==> src/rtl/tohost_monitor.sv <==
// tohost_monitor: round-robin tohost arbiter with exit/console
// decode, console FIFO, pass/fail status and watchdog.
module tohost_monitor #(
  parameter int NUM_HARTS = 2,
  parameter int XLEN      = 32,
  parameter int CON_DEPTH = 8,
  parameter int TIMEOUT   = 100000,
  parameter int CYC_W     = 32,
  parameter int HW        = (NUM_HARTS > 1) ?
                            $clog2(NUM_HARTS) : 1
) (
  input  logic                      CLK,
  input  logic                      RST,
  input  logic [NUM_HARTS-1:0]      tohost_we,
  input  logic [NUM_HARTS*XLEN-1:0] tohost,
  output logic [NUM_HARTS-1:0]      tohost_ready,
  output logic                      con_valid,
  output logic [7:0]                con_data,
  input  logic                      con_ready,
  output logic                      done,
  output logic                      pass,
  output logic                      timeout,
  output logic [HW-1:0]             fail_hart,
  output logic [XLEN-2:0]           exit_code,
  output logic [CYC_W-1:0]          cycles
);

  localparam int AW = (CON_DEPTH > 1) ?
                      $clog2(CON_DEPTH) : 1;
  localparam int CW = AW + 1;
  localparam logic [CW-1:0] DEPTH_C =
    CW'(CON_DEPTH);
  localparam logic [CYC_W-1:0] TO_LIM =
    CYC_W'(TIMEOUT - 1);
  localparam logic [HW-1:0] LAST_H =
    HW'(NUM_HARTS - 1);

  typedef enum logic [1:0] {
    S_RUN,
    S_DRAIN,
    S_DONE,
    S_TIMEOUT
  } state_t;

  state_t r_state;
  state_t w_state_nxt;

  logic [NUM_HARTS-1:0] r_exited;
  logic [NUM_HARTS-1:0] w_exited_nxt;
  logic [NUM_HARTS-1:0] w_elig;
  logic                 r_failed;
  logic [HW-1:0]        r_rr;
  logic [HW-1:0]        r_fail_hart;
  logic [XLEN-2:0]      r_exit_code;

  logic [7:0]           r_mem [CON_DEPTH];
  logic [AW-1:0]        r_wp;
  logic [AW-1:0]        r_rp;
  logic [CW-1:0]        r_cnt;
  logic [CYC_W-1:0]     r_cycles;

  logic                 w_gnt_vld;
  logic [HW-1:0]        w_gnt;
  logic [XLEN-1:0]      w_word;
  logic                 w_accept_ok;
  logic                 w_xfer;
  logic                 w_is_exit;
  logic                 w_is_con;
  logic [XLEN-2:0]      w_code;
  logic                 w_push;
  logic                 w_pop;
  logic                 w_to_hit;

  assign w_elig = tohost_we & ~r_exited;

  // Round-robin grant: first eligible hart at or after r_rr.
  always_comb begin
    w_gnt_vld = 1'b0;
    w_gnt     = '0;
    w_word    = '0;
    for (int i = 0; i < NUM_HARTS; i++) begin
      if (!w_gnt_vld && w_elig[i] &&
          i >= int'(r_rr)) begin
        w_gnt_vld = 1'b1;
        w_gnt     = HW'(i);
        w_word    = tohost[i*XLEN +: XLEN];
      end
    end
    for (int i = 0; i < NUM_HARTS; i++) begin
      if (!w_gnt_vld && w_elig[i] &&
          i < int'(r_rr)) begin
        w_gnt_vld = 1'b1;
        w_gnt     = HW'(i);
        w_word    = tohost[i*XLEN +: XLEN];
      end
    end
  end

  assign w_accept_ok = (r_state == S_RUN) &&
                       (r_cnt < DEPTH_C) && !RST;
  assign w_xfer      = w_accept_ok && w_gnt_vld;
  assign w_is_exit   = w_word[0];
  assign w_is_con    = !w_word[0] && w_word[1];
  assign w_code      = w_word[XLEN-1:1];
  assign w_push      = w_xfer && w_is_con;
  assign w_pop       = con_valid && con_ready;

  // One-hot ready and next exited flags for the granted hart.
  always_comb begin
    tohost_ready = '0;
    w_exited_nxt = r_exited;
    for (int i = 0; i < NUM_HARTS; i++) begin
      if (w_xfer && w_gnt == HW'(i)) begin
        tohost_ready[i] = 1'b1;
        if (w_is_exit)
          w_exited_nxt[i] = 1'b1;
      end
    end
  end

  // Next state; the watchdog wins over every other move.
  always_comb begin
    w_state_nxt = r_state;
    w_to_hit    = (TIMEOUT != 0) &&
                  (r_cycles == TO_LIM);
    unique case (r_state)
      S_RUN: begin
        if (w_to_hit)
          w_state_nxt = S_TIMEOUT;
        else if (&w_exited_nxt)
          w_state_nxt = S_DRAIN;
      end
      S_DRAIN: begin
        if (w_to_hit)
          w_state_nxt = S_TIMEOUT;
        else if (r_cnt == '0)
          w_state_nxt = S_DONE;
      end
      default: w_state_nxt = r_state;
    endcase
  end

  // State register.
  always_ff @(posedge CLK) begin
    if (RST)
      r_state <= S_RUN;
    else
      r_state <= w_state_nxt;
  end

  // Exit flags, rr pointer and first-failure latch.
  always_ff @(posedge CLK) begin
    if (RST) begin
      r_exited    <= '0;
      r_rr        <= '0;
      r_failed    <= 1'b0;
      r_fail_hart <= '0;
      r_exit_code <= '0;
    end else if (w_xfer) begin
      r_exited <= w_exited_nxt;
      if (w_gnt == LAST_H)
        r_rr <= '0;
      else
        r_rr <= w_gnt + 1'b1;
      if (w_is_exit && w_code != '0 &&
          !r_failed) begin
        r_failed    <= 1'b1;
        r_fail_hart <= w_gnt;
        r_exit_code <= w_code;
      end
    end
  end

  // Console FIFO storage, pointers and occupancy.
  always_ff @(posedge CLK) begin
    if (RST) begin
      r_wp  <= '0;
      r_rp  <= '0;
      r_cnt <= '0;
    end else begin
      if (w_push) begin
        r_mem[r_wp] <= w_word[15:8];
        r_wp        <= r_wp + 1'b1;
      end
      if (w_pop)
        r_rp <= r_rp + 1'b1;
      if (w_push && !w_pop)
        r_cnt <= r_cnt + 1'b1;
      else if (!w_push && w_pop)
        r_cnt <= r_cnt - 1'b1;
    end
  end

  // Saturating cycle counter, live only in RUN and DRAIN.
  always_ff @(posedge CLK) begin
    if (RST)
      r_cycles <= '0;
    else if ((r_state == S_RUN ||
              r_state == S_DRAIN) &&
             r_cycles != '1)
      r_cycles <= r_cycles + 1'b1;
  end

  assign con_valid = (r_cnt != '0);
  assign con_data  = con_valid ? r_mem[r_rp] : 8'h00;
  assign done      = (r_state == S_DONE);
  assign pass      = done && !r_failed;
  assign timeout   = (r_state == S_TIMEOUT);
  assign fail_hart = r_fail_hart;
  assign exit_code = r_exit_code;
  assign cycles    = r_cycles;

endmodule

==> config.mk <==
export PLATFORM = sky130hd
export DESIGN_NAME = tohost_monitor
export DESIGN_NICKNAME = d
export VERILOG_FILES = /design/src/rtl/tohost_monitor.sv
export SDC_FILE = /design/constraint.sdc
export NUM_CORES = 1
export LEC_CHECK = 0
export CORE_MARGIN = 2
export CORE_UTILIZATION = 25
export CTS_CLUSTER_DIAMETER = 150
export DETAILED_ROUTE_END_ITERATION = 8
export GPL_TIMING_DRIVEN = 0
export PLACE_DENSITY_LB_ADDON = 0.12
export SLEW_MARGIN = 10
export SYNTH_ARGS = -nofsm -noshare
export SYNTH_HDL_FRONTEND = slang
export SYNTH_SLANG_ARGS = --single-unit
==> constraint.sdc <==
create_clock -name CLK -period 5.9 [get_ports CLK]
set_input_delay 1.475 -clock CLK [delete_from_list [all_inputs] [get_ports CLK]]
set_output_delay 1.475 -clock CLK [all_outputs]
set_load 0.02 [all_outputs]
==> metrics, run 1 <==
status finished clean; drt total wl 20500 um; die footprint 28300 um2; Yosys warning count 0; Worst Path Required 4430 ps; VDD IR max 182 uV; Netlist Area Pre-Place 6740 um2; GR Util All Layers 0.146; post-synthesis cell type count 59; crit path cell chain clkdlybuf4s50_1 -> or3b_2 -> and3_1 -> clkdlybuf4s50_1; Slew Viols, Final 0; clk_lat worst skew 420 ps; CP Capture Type primary output; final setup fails 0; Cell Rows 60; Hold Crit Class register to register; most common cell in the synthesized netlist dfxtp_1; number of I/O pins 147; CP arrival 3270 ps; Pleak 3.12 nW; Critical Path Max Stage Delay 600 ps; power density cells 321 nW/um2; worst slew pin tran 922 ps; nets 822; initial drt markers 278; port bufs 145; asr flop ratio synth 0; Initial DRT Pass Iterations 4; CP Capture Point tohost_ready[1]; fin crit share 0.804; Setup Buffers After CTS 0; setup tns final 0 ps; critical path class input port to primary output; instance count of the mapped netlist 581; vias 5409; number of gates resized after CTS 0; DR vias/cell 4.91; Die Ht 168 um; worst reg2reg setup slack 2470 ps; biggest area consumer among synthesized cells edfxtp_1; gp weighted congestion 0.798; Critical R2R Capture r_cnt[3]$_SDFFE_PP0P_; unrepaired setup endpoints after global routing false; Post-synth EDFFs 64; top cell type's share of synthesized area 0.285; highest clock rate 211 MHz; layout cells sized above 1 0.119; TritonCTS buffer count 17; Worst-path clk slew 60 ps; first-pass GRT wire length 31700 um; initial core utilization 0.252; CP Depth 4; Core ar. 26700 um2; placed instance area 8650 um2; Final Hold Vio Count 0; number of global-route vias before repair 5596; post-cts hold buffer count 0; WL per Instance 18.6 um; synth top area cells edfxtp_1 29%, dfxtp_1 25%, mux4_2 5.3%, mux2i_1 4.6%, a21oi_1 2.7%; Min Hold Slack 477 ps; Primary FF master, synth dfxtp_1; Die X 168 um; Buf/Inv on CP 2; initial antenna violation count 1; H-tree depth 4; Reg2Reg Launch Point r_state[1]$_SDFFE_PP0P_; most used cell, CP clkdlybuf4s50_1; Worst Path Max Fanout 4; Setup crit start kind input port; Post-synth top cells 83 x dfxtp_1, 64 x edfxtp_1, 37 x a21oi_1; Yosys reg bits 147; Slew HR 0.383; DRC errors left 0; crit path from tohost_we[0]; CTS sink count 147; clock skew 12.6 ps; worst r2r path cells 11; global route overflow 0; max-cap violation count 0; Final min period 4740 ps; largest net degree at the start of global routing 17; placed wire-length estimate 15300 um; syn_nets 657; Worst path slowest cell clkdlybuf4s50_1; CTS Root Cell clkbuf_16; area grow syn2layout 37.0%; Syn Area/Cell 11.6 um2; Detail Route Antenna Nets 0; Seq/Total Area, Yosys 0.532; Final Cell Area 9230 um2; Longest Clk Path Bufs 2; CP top delay family buffers and inverters; CTS tree built
[layout make-up]
type / count / area (um2)
Clock inverter: 14 / 138
Fill cell: 2664 / 17500
Tap cell: 341 / 427
Multi-Input combinational cell: 397 / 3040
Sequential cell: 147 / 3580
Inverter: 5 / 18.8
Timing Repair Buffer: 146 / 1460
Buffer: 32 / 129
Clock buffer: 18 / 429
Antenna cell: 1 / 2.50
[logic make-up (layout without fill, tap and decap cells)]
group | Yosys count | in the layout | synth area share
AND/OR/NAND/NOR | 212 | 212 | 0.192
flip-flops | 147 | 147 | 0.532
AO/OA/AOI/OAI | 108 | 108 | 0.105
multiplexers | 63 | 63 | 0.126
buffers and inverters | 37 | 215 | 0.0219
adder cells (fa/ha/maj) | 7 | 7 | 0.0141
XOR/XNOR | 7 | 7 | 0.00910
other | 0 | 1 | 0
[worst register-to-register path: cells and delay by family (launching register included)]
family	cells	cell delay (ps)
fa+ha+maj	2	560
buf+inv	1	90
flops	1	400
compound gates	5	1370
xor+xnor	1	100
simple gates	2	850
[placed cells by master, fill, tap and decap left out, drive strengths merged, types with 5 or more instances in the layout]
master and instances:
o21ai 18, nand4 11, edfxtp 64, ha 6
a22oi 22, clkbuf 40, nor4 24, mux2i 31
nand3 16, nor3 9, o31ai 11, nand2 19
or4 14, nor2b 20, clkdlybuf4s50 145, or3 16
mux4 16, dfxtp 83, buf 11, nand2b 24
nor2 32, a22o 8, mux2 16, inv 14
a21oi 37, nor3b 5
[stage by stage]
stage | cells | worst slack, ps | power, mW | util
floorplan | 581 | 1880 | 1.62 | -
global placement | 1067 | 744 | 1.92 | 0.322
detailed placement | 1068 | 1080 | 1.94 | 0.324
CTS | 1100 | 1150 | 3.00 | 0.345
global route | 1101 | 1120 | 3.11 | 0.345
finish | 1101 | 1160 | 2.96 | 0.345
[registers in the layout, indices dropped and copies added, names as in the netlist, 2 cells and up, named ones only]
signal     count
r_mem         64
cycles        32
exit_code     31
r_cnt          4
r_rp           3
r_wp           3
r_exited       2
r_state        2
[worst min path at each step]
| stage | cells past startpoint | slack (ps) | end | from |
|---|---|---|---|---|
| 2_1_floorplan | 2 | 440 | r_failed$_SDFFE_PP0P_ | r_failed$_SDFFE_PP0P_ |
| 3_3_place_gp | 2 | 470 | exit_code[20]$_SDFFE_PP0P_ | exit_code[20]$_SDFFE_PP0P_ |
| 3_5_place_dp | 2 | 470 | exit_code[17]$_SDFFE_PP0P_ | exit_code[17]$_SDFFE_PP0P_ |
| 6_report | 2 | 480 | r_failed$_SDFFE_PP0P_ | r_failed$_SDFFE_PP0P_ |
| 5_1_grt | 2 | 500 | exit_code[1]$_SDFFE_PP0P_ | exit_code[1]$_SDFFE_PP0P_ |
| 4_1_cts | 2 | 480 | exit_code[17]$_SDFFE_PP0P_ | exit_code[17]$_SDFFE_PP0P_ |
[power breakdown]
| part | total, mW | switching [mW] | internal [mW] |
|---|---|---|---|
| Sequential | 1.16 | 0.0403 | 1.12 |
| Combinational | 0.748 | 0.397 | 0.351 |
| Clock | 1.05 | 0.461 | 0.594 |
[layer usage]
layer  GRT usage  vias to the layer above  wire [um]
met2       0.257                      119      10400
met4      0.0457                        0        409
li1            -                     2575          -
met3      0.0362                       20        745
met5           0                        -          0
met1       0.177                     2695       8880
(Power assumes the default switching activity.)
==> inputs of run 2 (changes only) <==
- clock period: 5.9 -> 4.55 ns (I/O delays scaled with it)
==> results of run 2 <==
Same layout as run 1 (identical final DEF). Status: finished clean.
Among the figures that moved: setup slack after placement 1080 ps -> 63.3 ps; setup slack after layout 1160 ps -> 353 ps; end point of the critical path tohost_ready[1] -> con_data[1]; register-to-register setup slack 2470 ps -> 1120 ps; total power 2.96 mW -> 3.84 mW; worst IR drop on VDD 182 uV -> 236 uV
